## src/rtl/dvi_tx_timing_gen.sv

```systemverilog
// DVI transmit timing generator: h/v phase FSMs, a pixel request stage and an output stage aligned for the TMDS encoder.
// Define DVI_TX_PATTERN_EN to replace rgb_in with a built-in 8-bar colour pattern.
module dvi_tx_timing_gen #(
    parameter int H_ACTIVE = 640,
    parameter int H_FP     = 16,
    parameter int H_SYNC   = 96,
    parameter int H_BP     = 48,
    parameter int V_ACTIVE = 480,
    parameter int V_FP     = 10,
    parameter int V_SYNC   = 2,
    parameter int V_BP     = 33,
    parameter bit HS_POL   = 1'b0,
    parameter bit VS_POL   = 1'b0
) (
    input  logic        pixel_clock,
    input  logic        reset,
    input  logic        enable,
    input  logic [23:0] rgb_in,
    output logic        pixel_req,
    output logic [11:0] x,
    output logic [11:0] y,
    output logic        frame_start,
    output logic        den,
    output logic        hsync,
    output logic        vsync,
    output logic [23:0] pixel_data
);

    localparam int H_TOTAL = H_ACTIVE + H_FP + H_SYNC + H_BP;
    localparam int V_TOTAL = V_ACTIVE + V_FP + V_SYNC + V_BP;

    localparam logic [11:0] H_ACT_END  = 12'(H_ACTIVE - 1);
    localparam logic [11:0] H_FP_END   = 12'(H_ACTIVE + H_FP - 1);
    localparam logic [11:0] H_SYNC_END = 12'(H_ACTIVE + H_FP + H_SYNC - 1);
    localparam logic [11:0] H_LAST     = 12'(H_TOTAL - 1);
    localparam logic [11:0] V_ACT_END  = 12'(V_ACTIVE - 1);
    localparam logic [11:0] V_FP_END   = 12'(V_ACTIVE + V_FP - 1);
    localparam logic [11:0] V_SYNC_END = 12'(V_ACTIVE + V_FP + V_SYNC - 1);
    localparam logic [11:0] V_LAST     = 12'(V_TOTAL - 1);

    generate
        if (H_TOTAL > 4096 || V_TOTAL > 4096) begin : g_total_check
            $error("dvi_tx_timing_gen: H_TOTAL and V_TOTAL must not exceed 4096");
        end
    endgenerate

    typedef enum logic [1:0] {ST_H_ACTIVE, ST_H_FRONT, ST_H_SYNC, ST_H_BACK} h_state_t;
    typedef enum logic [1:0] {ST_V_ACTIVE, ST_V_FRONT, ST_V_SYNC, ST_V_BACK} v_state_t;

    h_state_t    r_h_state, w_h_state_next;
    v_state_t    r_v_state, w_v_state_next;
    logic [11:0] r_h_cnt, r_v_cnt, w_h_cnt_next, w_v_cnt_next;
    logic        w_h_wrap, w_active;

    logic        r_req, r_fs, r_hs1, r_vs1;
    logic [11:0] r_x, r_y;
    logic        r_den, r_hsync, r_vsync;
    logic [23:0] r_pixel_data, w_pixel_src;

    // Disabling parks the counters at the top of a frame so re-enabling starts cleanly.
    always_ff @(posedge pixel_clock) begin
        if (reset || !enable) begin
            r_h_cnt   <= 12'd0;
            r_v_cnt   <= 12'd0;
            r_h_state <= ST_H_ACTIVE;
            r_v_state <= ST_V_ACTIVE;
        end else begin
            r_h_cnt   <= w_h_cnt_next;
            r_v_cnt   <= w_v_cnt_next;
            r_h_state <= w_h_state_next;
            r_v_state <= w_v_state_next;
        end
    end

    always_comb begin
        w_h_wrap       = (r_h_cnt == H_LAST);
        w_h_cnt_next   = w_h_wrap ? 12'd0 : r_h_cnt + 12'd1;
        w_v_cnt_next   = r_v_cnt;
        w_h_state_next = r_h_state;
        w_v_state_next = r_v_state;

        case (r_h_state)
            ST_H_ACTIVE: if (r_h_cnt == H_ACT_END)  w_h_state_next = ST_H_FRONT;
            ST_H_FRONT:  if (r_h_cnt == H_FP_END)   w_h_state_next = ST_H_SYNC;
            ST_H_SYNC:   if (r_h_cnt == H_SYNC_END) w_h_state_next = ST_H_BACK;
            default:     if (w_h_wrap)              w_h_state_next = ST_H_ACTIVE;
        endcase

        // The vertical side only moves on the line wrap, keeping vsync edges on line starts.
        if (w_h_wrap) begin
            w_v_cnt_next = (r_v_cnt == V_LAST) ? 12'd0 : r_v_cnt + 12'd1;
            case (r_v_state)
                ST_V_ACTIVE: if (r_v_cnt == V_ACT_END)  w_v_state_next = ST_V_FRONT;
                ST_V_FRONT:  if (r_v_cnt == V_FP_END)   w_v_state_next = ST_V_SYNC;
                ST_V_SYNC:   if (r_v_cnt == V_SYNC_END) w_v_state_next = ST_V_BACK;
                default:     if (r_v_cnt == V_LAST)     w_v_state_next = ST_V_ACTIVE;
            endcase
        end

        w_active = (r_h_state == ST_H_ACTIVE) && (r_v_state == ST_V_ACTIVE);
    end

    always_ff @(posedge pixel_clock) begin
        if (reset || !enable) begin
            r_req <= 1'b0;
            r_x   <= 12'd0;
            r_y   <= 12'd0;
            r_fs  <= 1'b0;
            r_hs1 <= 1'b0;
            r_vs1 <= 1'b0;
        end else begin
            r_req <= w_active;
            if (w_active) begin
                r_x <= r_h_cnt;
                r_y <= r_v_cnt;
            end
            r_fs  <= w_active && (r_h_cnt == 12'd0) && (r_v_cnt == 12'd0);
            r_hs1 <= (r_h_state == ST_H_SYNC);
            r_vs1 <= (r_v_state == ST_V_SYNC);
        end
    end

`ifdef DVI_TX_PATTERN_EN
    localparam int BAR_W = H_ACTIVE / 8;
    localparam logic [23:0] BAR_COLOURS [8] = '{
        24'hFFFFFF, 24'hFFFF00, 24'h00FFFF, 24'h00FF00,
        24'hFF00FF, 24'hFF0000, 24'h0000FF, 24'h000000
    };
    logic w_unused_rgb;
    assign w_unused_rgb = ^rgb_in;

    // Columns past the last full bar fall through to black.
    always_comb begin
        w_pixel_src = 24'h0;
        for (int i = 0; i < 8; i++) begin
            if (int'(r_x) >= i * BAR_W && int'(r_x) < (i + 1) * BAR_W)
                w_pixel_src = BAR_COLOURS[i];
        end
    end
`else
    assign w_pixel_src = rgb_in;
`endif

    always_ff @(posedge pixel_clock) begin
        if (reset) begin
            r_den        <= 1'b0;
            r_hsync      <= ~HS_POL;
            r_vsync      <= ~VS_POL;
            r_pixel_data <= 24'h0;
        end else begin
            r_den        <= r_req;
            r_hsync      <= r_hs1 ? HS_POL : ~HS_POL;
            r_vsync      <= r_vs1 ? VS_POL : ~VS_POL;
            r_pixel_data <= r_req ? w_pixel_src : 24'h0;
        end
    end

    assign pixel_req   = r_req;
    assign x           = r_x;
    assign y           = r_y;
    assign frame_start = r_fs;
    assign den         = r_den;
    assign hsync       = r_hsync;
    assign vsync       = r_vsync;
    assign pixel_data  = r_pixel_data;

endmodule

```

## config.mk

```make
export PLATFORM = sky130hd
export DESIGN_NAME = dvi_tx_timing_gen
export DESIGN_NICKNAME = d
export VERILOG_FILES = /design/src/rtl/dvi_tx_timing_gen.sv
export SDC_FILE = /design/constraint.sdc
export NUM_CORES = 1
export LEC_CHECK = 0
export ABC_AREA = 1
export BUFFER_PORTS_ARGS = -buffer_cell sky130_fd_sc_hd__buf_2
export CORE_MARGIN = 2
export CORE_UTILIZATION = 57
export DETAILED_ROUTE_END_ITERATION = 8
export GPL_ROUTABILITY_DRIVEN = 0
export GPL_TIMING_DRIVEN = 0
export PLACE_DENSITY_LB_ADDON = 0.08
export SLEW_MARGIN = 20
export SYNTH_ARGS = -nofsm -noshare
export SYNTH_HDL_FRONTEND = slang
export SYNTH_SLANG_ARGS = --single-unit
```

## constraint.sdc

```tcl
create_clock -name pixel_clock -period 3.3 [get_ports pixel_clock]
set_clock_uncertainty 0.05 [all_clocks]
set_input_delay 0.495 -clock pixel_clock [delete_from_list [all_inputs] [get_ports pixel_clock]]
set_output_delay 0.495 -clock pixel_clock [all_outputs]
set_load 0.05 [all_outputs]
```

Yosys cells after proc, flatten, opt, wreduce, memory -nomap -nowiden. Index checks and enable logic that the tools add are counted.

Bits in latches: 0. Bits in read-only memories: 0. Input port bits: 27. Memories: 0. Bits in writable memories: 0. Register bits: 83.

$add $sub $neg: 2. Magnitude comparators: 0. Div/mod/pow operators: 0. Bitwise gates (word level): 1. Equal/unequal tests: 18. Shift operators: 0. Reduce and logical (&&, ||, !) cells: 15. Mux-type cells: 13. $mul: 0.

Operators with widths (number): $eq 12x10->1 const B (5); $eq 12x9->1 const B (3); $add 12x1->12 const B (2); $logic_not 12->1 (2); $mux 2 (8); $mux 12 (1); $ne 2x2->1 const B (6); $pmux 2 s3 (2); $reduce_bool 4->1 (2); $reduce_and 5->1 (1); $eq 2x1->1 const B (2); $eq 2x2->1 const B (2); $logic_not 2->1 (2); $reduce_and 4->1 (1); $reduce_or 2->1 (2); $logic_and 1x1->1 (3); $mux 1 (2); $logic_not 1->1 (1); $logic_or 1x1->1 (1); $not 1->1 (1).

Depth between registers and ports, before layout. Gate-level depths: netlist (run 1).

Word-level depth: 4. Depth in mapped cells: 11. Mapped depth without buffers: 11.

Least setup slack after synthesis (run 1). OpenSTA, ideal clock, no wires.

Path type: flip-flop to flip-flop. Start: reg r_h_state[0]. End: reg r_x[10], in the netlist x[10]. Arrival: 1308 ps. Path slack: 1814 ps. Data required time: 3122 ps. Clock period less this slack: 1486 ps. Setup time: 128 ps. Buffers on the path: 1. Cell stages (with the launch flop): 8. Cells stage by stage: dfxtp_1 -> inv_1 -> ha_1 -> nand2_1 -> clkinv_1 -> clkbuf_1 -> o21ai_0 -> a21oi_1.

Cells in the longest elaborated chain, start to end: 2.

RTL lines: start, declared (RTL line 50) `h_state_t r_h_state, w_h_state_next;`; start signal, assigned (RTL line 70) `r_h_state <= w_h_state_next;`; $logic_not 2->1 (RTL line 100) `w_active = (r_h_state == ST_H_ACTIVE) && (r_v_state == ST_V_ACTIVE);`; $logic_and 1x1->1 (RTL line 100); end signal, assigned (RTL line 114) `r_x <= r_h_cnt;`; end, declared (RTL line 56) `logic [11:0] r_x, r_y;`.

No other way between the ends. A chain may end at the register's enable or synchronous reset.

Worst setup path after layout (run 1).
Start: reg r_h_state[0]. End: reg r_y[11], in the netlist y[11].

Cells in the longest elaborated chain, start to end: 2.

RTL lines: $logic_not 2->1 (RTL line 100); $logic_and 1x1->1 (RTL line 100); end signal, assigned (RTL line 115) `r_y <= r_v_cnt;`; end, declared (RTL line 56).

No other way between the ends.

==> results of run 1 <==
==> stage by stage <==
stage | std cells | hold slack, ns | area [um2] | total power (W) | worst slack, ns
after floorplan | 445 | 0.300 | 3450 | 0.00111 | 1.81
after global placement | 599 | 0.302 | 3940 | 0.00114 | 1.44
after detailed placement | 599 | 0.310 | 3940 | 0.00114 | 1.39
after CTS | 615 | 0.288 | 4170 | 0.00195 | 1.37
after global routing | 615 | 0.296 | 4170 | 0.00201 | 1.18
final | 615 | 0.298 | 4170 | 0.00193 | 1.36
==> cell type report <==
type / count / area (um2)
Buffer: 11 / 48.8
Clock buffer: 12 / 155
Clock inverter: 4 / 72.6
Fill cell: 487 / 1710
Inverter: 70 / 263
Multi-Input combinational cell: 281 / 1480
Sequential cell: 83 / 1660
Tap cell: 75 / 93.8
Timing Repair Buffer: 79 / 395
==> where the power goes <==
group          switching [W]  internal, W
logic              0.0000733    0.0000310
registers         0.00000383      0.00101
clock network       0.000345     0.000467
==> layout by cell type (no fill, tap or decap), types with 2 or more instances in the layout <==
| cell | count |
|---|---|
| sky130_fd_sc_hd__clkbuf_1 | 8 |
| sky130_fd_sc_hd__nor2_1 | 77 |
| sky130_fd_sc_hd__ha_1 | 13 |
| sky130_fd_sc_hd__inv_1 | 62 |
| sky130_fd_sc_hd__or2_2 | 2 |
| sky130_fd_sc_hd__buf_2 | 81 |
| sky130_fd_sc_hd__a21oi_1 | 30 |
| sky130_fd_sc_hd__bufinv_16 | 2 |
| sky130_fd_sc_hd__o22ai_1 | 3 |
| sky130_fd_sc_hd__dfxtp_1 | 83 |
| sky130_fd_sc_hd__nor2_8 | 2 |
| sky130_fd_sc_hd__nand4_1 | 4 |
| sky130_fd_sc_hd__nor2_2 | 3 |
| sky130_fd_sc_hd__nand2_1 | 62 |
| sky130_fd_sc_hd__nor3_1 | 5 |
| sky130_fd_sc_hd__nor2_4 | 5 |
| sky130_fd_sc_hd__clkbuf_8 | 11 |
| sky130_fd_sc_hd__nand3_1 | 21 |
| sky130_fd_sc_hd__o21ai_0 | 26 |
| sky130_fd_sc_hd__inv_2 | 7 |
| sky130_fd_sc_hd__nand2_2 | 9 |
| sky130_fd_sc_hd__o21ai_1 | 4 |
| sky130_fd_sc_hd__xor2_1 | 7 |
==> critical path, cell delays in order (launching register included) <==
cell	delay, ns
sky130_fd_sc_hd__dfxtp_1	0.38
sky130_fd_sc_hd__inv_1	0.09
sky130_fd_sc_hd__ha_1	0.25
sky130_fd_sc_hd__nand2_1	0.17
sky130_fd_sc_hd__clkinv_1	0.24
sky130_fd_sc_hd__clkbuf_1	0.31
sky130_fd_sc_hd__o21ai_0	0.25
sky130_fd_sc_hd__a21oi_1	0.06
==> metal layers <==
metal	track usage [%]	up-vias	wire length, um	share of wire, %
li1	-	1566	-	-
met1	28.1	1291	3350	47
met2	36.0	92	3110	43
met3	5.93	18	502	7.0
met4	10.2	0	206	2.9
met5	0	-	0	0
==> sequential cells by signal, indices dropped and copies added (netlist names) <==
signal	cells
den	1
frame_start	1
hsync	1
pixel_data	24
pixel_req	1
r_h_cnt	12
r_h_state	2
r_hs1	1
r_v_cnt	12
r_v_state	2
r_vs1	1
vsync	1
x	12
y	12
==> synth_stat cells <==
cell type / number / area (um2)
sky130_fd_sc_hd__nor2_2: 3 / 18.8
sky130_fd_sc_hd__o21ai_0: 26 / 130
sky130_fd_sc_hd__nor4_2: 1 / 12.5
sky130_fd_sc_hd__a21oi_1: 30 / 150
sky130_fd_sc_hd__clkbuf_2: 1 / 5.00
sky130_fd_sc_hd__or2_2: 2 / 12.5
sky130_fd_sc_hd__dfxtp_1: 83 / 1660
sky130_fd_sc_hd__a31oi_1: 1 / 6.26
sky130_fd_sc_hd__xor2_1: 7 / 61.3
sky130_fd_sc_hd__nor4_1: 1 / 6.26
sky130_fd_sc_hd__nor2_1: 77 / 289
sky130_fd_sc_hd__nor2_8: 2 / 40.0
sky130_fd_sc_hd__nand2_2: 9 / 56.3
sky130_fd_sc_hd__o21ai_1: 4 / 20.0
sky130_fd_sc_hd__nand3_1: 21 / 105
sky130_fd_sc_hd__ha_1: 13 / 163
sky130_fd_sc_hd__nor2_4: 5 / 56.3
sky130_fd_sc_hd__clkinv_1: 1 / 3.75
sky130_fd_sc_hd__nor3_2: 1 / 10.0
sky130_fd_sc_hd__inv_1: 62 / 233
sky130_fd_sc_hd__o21bai_1: 1 / 7.51
sky130_fd_sc_hd__nand3_2: 1 / 10.0
sky130_fd_sc_hd__nor3_1: 5 / 25.0
sky130_fd_sc_hd__nor3b_1: 1 / 7.51
sky130_fd_sc_hd__o22ai_1: 3 / 18.8
sky130_fd_sc_hd__clkbuf_1: 7 / 26.3
sky130_fd_sc_hd__nand4_1: 4 / 25.0
sky130_fd_sc_hd__buf_2: 2 / 10.0
sky130_fd_sc_hd__buf_4: 1 / 7.51
sky130_fd_sc_hd__inv_2: 7 / 26.3
sky130_fd_sc_hd__nand3_4: 1 / 17.5
sky130_fd_sc_hd__nand2_1: 62 / 233
==> cell families (layout without fill, tap and decap cells) <==
logic type               count (synthesis)  after routing  synth area share (%)
buffers and inverters                   81            176                  9.02
AO/OA/AOI/OAI                           65             65                  9.63
XOR/XNOR                                 7              7                  1.77
AND/OR/NAND/NOR                        196            196                  26.8
adder cells (fa/ha/maj)                 13             13                  4.71
flip-flops                              83             83                  48.1
==> path summary, 6_finish.rpt <==
kind,startpoint,to,slack [ns]
setup / recovery,r_h_state[0],y[11],1.36
hold / removal,reset,vsync,0.30
setup reg to reg,r_h_state[0],y[11],1.36
hold reg to reg,r_vs1,vsync,0.32
==> impl_metrics.yaml, run 1 <==
worst_setup_path:
  timing.critical_path.required_ns: 3.47
  critPathCaptureType: "flop"
  startpoint_type: "flop"
  type_of_the_worst_setup_path: "flop to flop"
  worstRegToRegCells: 7
  cp_data_arrival_time_ns: 2.11
  critical_path_peak_fanout: 10
global_route:
  grt_max_degree: 14
  grt_util_all_layers_pct: 22.4
  grt_antenna_before_repair: 0
  grt_overflow: 0
  wire_length_of_the_first_global_routing_pass_um: 11400
  grt_pass1_vias: 2588
detailed_routing:
  routed_via_density: 4.82
  drt_drc_violations_left: 0
  ant_nets: 0
  via_count: 2967
  avgRoutedWirePerCell_um: 11.7
  drt_pass1_iterations: 4
  iter_0_drt_violations: 85
  route.final.wire_length_um: 7170
floorplan:
  floorplan.die_area_mm2: 0.00670
  die_w_um: 81.9
  ioPinCount: 80
  fp.coreArea_mm2: 0.00589
  dieHeight_um: 81.9
  core.rowCount: 28
  initial_core_util_pct: 58.7
status:
  status: "complete, no violations"
hold_path:
  min-delay-path-class: "input port to flop"
  hold_path_depth: 3
logic_synthesis:
  synth_seq_area_share_pct: 48.1
  yosysWarnings: 0
  mappedNetlistArea_mm2: 0.00345
  postSynthRegisterBits: 83
  synthesis.nets: 485
  syn_inst: 445
  post_synth.cell_area_avg_um2: 7.76
  yosys.cell_types.count: 32
cts:
  root_buffer: "sky130_fd_sc_hd__clkbuf_8"
  worstSkewPairLatency_ns: 0.35
  tritoncts_num_sinks: 83
  ctsLongestPathBuffers: 2
  post_cts.resized_instances: 0
  total_cts_buffers: 9
  ctsHtreeMaxLevel: 3
  cts_post_setup_buffers_inserted: 0
  worst_setup_hold_path_clk_slew_ns: 0.08
  holdBufCountCts: 0
  tritoncts: "yes"
timing:
  drv_slew: 0
  post-route-period-util_pct: 58.9
  hold_viol_final: 0
  final_period_minus_worst_setup_slack_ns: 1.94
  worst-slew-pin-transition_ns: 0.525
  setup_total_negative_slack_ns: 0
  rsz0062_at_grt: "no"
  fmax_mhz: 515
  max_slew_margin_pct: 65.0
  setup_viol_count_final: 0
finish:
  layout.core_utilization_pct: 70.9
  area_growth_pct: 20.8
  diodes: 0
  drive_above_1_share_pct: 24.1
  design.final.nets: 575
pwr:
  vdd.ir_drop.worst_uv: 278
  static-leakage-power_nw: 1.97
  power_per_cell_area_mw_per_mm2: 463
placed_design:
  io_buffers: 79
  placed_wire_length_estimate_after_detailed_placement_um: 5420
flow_run:
  max-cap-violations: 0
Power figures use the tool's default switching activity.
==> run 2, diff against run 1 <==
- CORE_UTILIZATION: 57 -> 48
- clock period: 3.3 -> 1.7 ns (I/O delays scaled with it)
==> impl_metrics.yaml, run 2 (synthesis gave the netlist of run 1 again) <==
status:
  status: "complete, no violations"
worst_setup_path:
  cp_data_arrival_time_ns: 1.78
  crit_chain: "ha_4 > nand2_4 > nor2_8 > nand3_2 > nand2_2 > buf_4 > o22ai_1"
  crit_path_top_delay_cell: "sky130_fd_sc_hd__dfxtp_2"
  critical_path_peak_fanout: 10
  critical_path.max_stage_delay_ns: 0.38
  timing.critical_path.required_ns: 1.89
  type_of_the_worst_setup_path: "flop to flop"
  critPathCaptureType: "flop"
  startpoint_type: "flop"
detailed_routing:
  via_count: 2980
  routed_via_density: 4.66
  ant_nets: 0
  route.final.wire_length_um: 7520
  avgRoutedWirePerCell_um: 11.8
  iter_0_drt_violations: 112
  drt_drc_violations_left: 0
  drt_pass1_iterations: 4
timing:
  fmax_mhz: 627
  rsz0062_at_grt: "no"
  final_period_minus_worst_setup_slack_ns: 1.60
  fin_ws_ns: 0.105
  setup_viol_count_final: 0
  post-route-period-util_pct: 93.8
  hold_viol_final: 0
  drv_slew: 0
  worst-slew-pin-transition_ns: 0.457
  max_slew_margin_pct: 69.6
finish:
  layout.core_utilization_pct: 62.1
  area_growth_pct: 23.5
  design.final.nets: 580
  largest_register_ffs: 24
  drive_above_1_share_pct: 27.2
  diodes: 0
  most-common-layout-cells: "sky130_fd_sc_hd__buf_2, sky130_fd_sc_hd__dfxtp_1, sky130_fd_sc_hd__nor2_1, sky130_fd_sc_hd__inv_1, sky130_fd_sc_hd__nand2_1"
  layout_commonest_cell: "sky130_fd_sc_hd__buf_2"
  final_cell_count_no_fill: 640
  num-fill-cells: 631
pwr:
  power_per_cell_area_mw_per_mm2: 869
  power_w: 0.00370
  static-leakage-power_nw: 2.02
  p_switching_w: 0.000853
  sw_frac_of_total_pct: 23.0
  seqPwrFrac_pct: 53.2
  power_frac_clock_pct: 41.2
  cellInternalPower_w: 0.00285
  vdd.ir_drop.worst_uv: 452
  share_comb_of_total_power_pct: 5.6
floorplan:
  initial_core_util_pct: 50.3
  floorplan.die_area_mm2: 0.00789
  die_w_um: 88.8
  dieHeight_um: 88.8
  core.rowCount: 30
  ioPinCount: 80
  fp.coreArea_mm2: 0.00687
cts:
  total_cts_buffers: 9
  worst_setup_hold_path_clk_slew_ns: 0.09
  ctsLongestPathBuffers: 2
  root_buffer: "sky130_fd_sc_hd__clkbuf_8"
  tritoncts_num_sinks: 83
  tritoncts: "yes"
  worstSkewPairLatency_ns: 0.35
  ctsHtreeMaxLevel: 3
flow_run:
  max-cap-violations: 0
global_route:
  grt.busiest_layer: "met2"
  grt.met1_usage_pct: 25.7
  grt_overflow: 0
  grt_util_all_layers_pct: 19.7
  grt_max_degree: 15
  use_met3_pct: 5.32
  grt_util_met2_pct: 32.2
  wire_length_of_the_first_global_routing_pass_um: 12100
  grt_pass1_vias: 2640
  grt_antenna_before_repair: 0
placed_design:
  placed_wire_length_estimate_after_detailed_placement_um: 5620
  place.detailed.instances: 620
  place_worst_setup_slack_ns: -0.207
  io_buffers: 79
hold_path:
  min-delay-path-class: "input port to flop"
==> run 2: layer usage <==
layer	routed length (um)	share of wire, %	vias to the layer above
met3	237	3.2	7
met1	3440	46	1359
met2	3770	50	42
li1	-	-	1572
met4	70	0.93	0
met5	0	0	-
==> run 2: cell type report <==
| class | instances | area [um2] | share of cell area (%) |
|---|---|---|---|
| Buffer | 11 | 56.3 | 1.32 |
| Clock buffer | 9 | 124 | 2.90 |
| Clock inverter | 6 | 90.1 | 2.11 |
| Inverter | 70 | 264 | 6.19 |
| Multi-Input combinational cell | 281 | 1510 | 35.4 |
| Sequential cell | 83 | 1670 | 39.1 |
| Tap cell | 96 | 120 | 2.82 |
| Timing Repair Buffer | 84 | 433 | 10.1 |
==> run 2: worst max-delay path: cells and delay by family (launching register included) <==
kind	cells	cell delay [ns]
AO/OA/AOI/OAI	1	0.09
buffers and inverters	1	0.21
AND/OR/NAND/NOR	4	0.60
adder cells (fa/ha/maj)	1	0.15
flip-flops	1	0.38
==> run 2: power groups by stage <==
stage	registers, W	clock network, W	logic, W
2_1_floorplan	0.00209	0	0.0000671
3_3_place_gp	0.00202	0	0.000202
3_5_place_dp	0.00202	0	0.000204
4_1_cts	0.00197	0.00157	0.000205
5_1_grt	0.00197	0.00166	0.000232
6_report	0.00197	0.00152	0.000209
==> run 2: stage by stage <==
stage / cell area [um2] / setup TNS (ns) / hold slack (ns)
6_report: 4270 / 0 / 0.0566
5_1_grt: 4270 / 0 / 0.0361
4_1_cts: 4190 / 0 / 0.0408
3_5_place_dp: 3970 / -2.94 / 0.309
3_3_place_gp: 3970 / -2.26 / 0.305
2_1_floorplan: 3450 / 0 / 0.298
==> run 2: repair_timing <==
item / in CTS / in global routing
endpoints found under the setup margin: 32 / 45
cloned: 0 / 0
hold buffers: 0 / 0
pin swaps: 0 / 5
buffers inserted: 0 / 5
resized for setup: 4 / 23
==> run 2: final timing paths <==
check	startpoint	cells after the start	to	slack, ns
max	r_h_cnt[1]	7	r_v_cnt[1]	0.10
min reg2reg	r_vs1	1	vsync	0.33
max reg2reg	r_h_cnt[1]	7	r_v_cnt[1]	0.10
min	reset	3	vsync	0.06
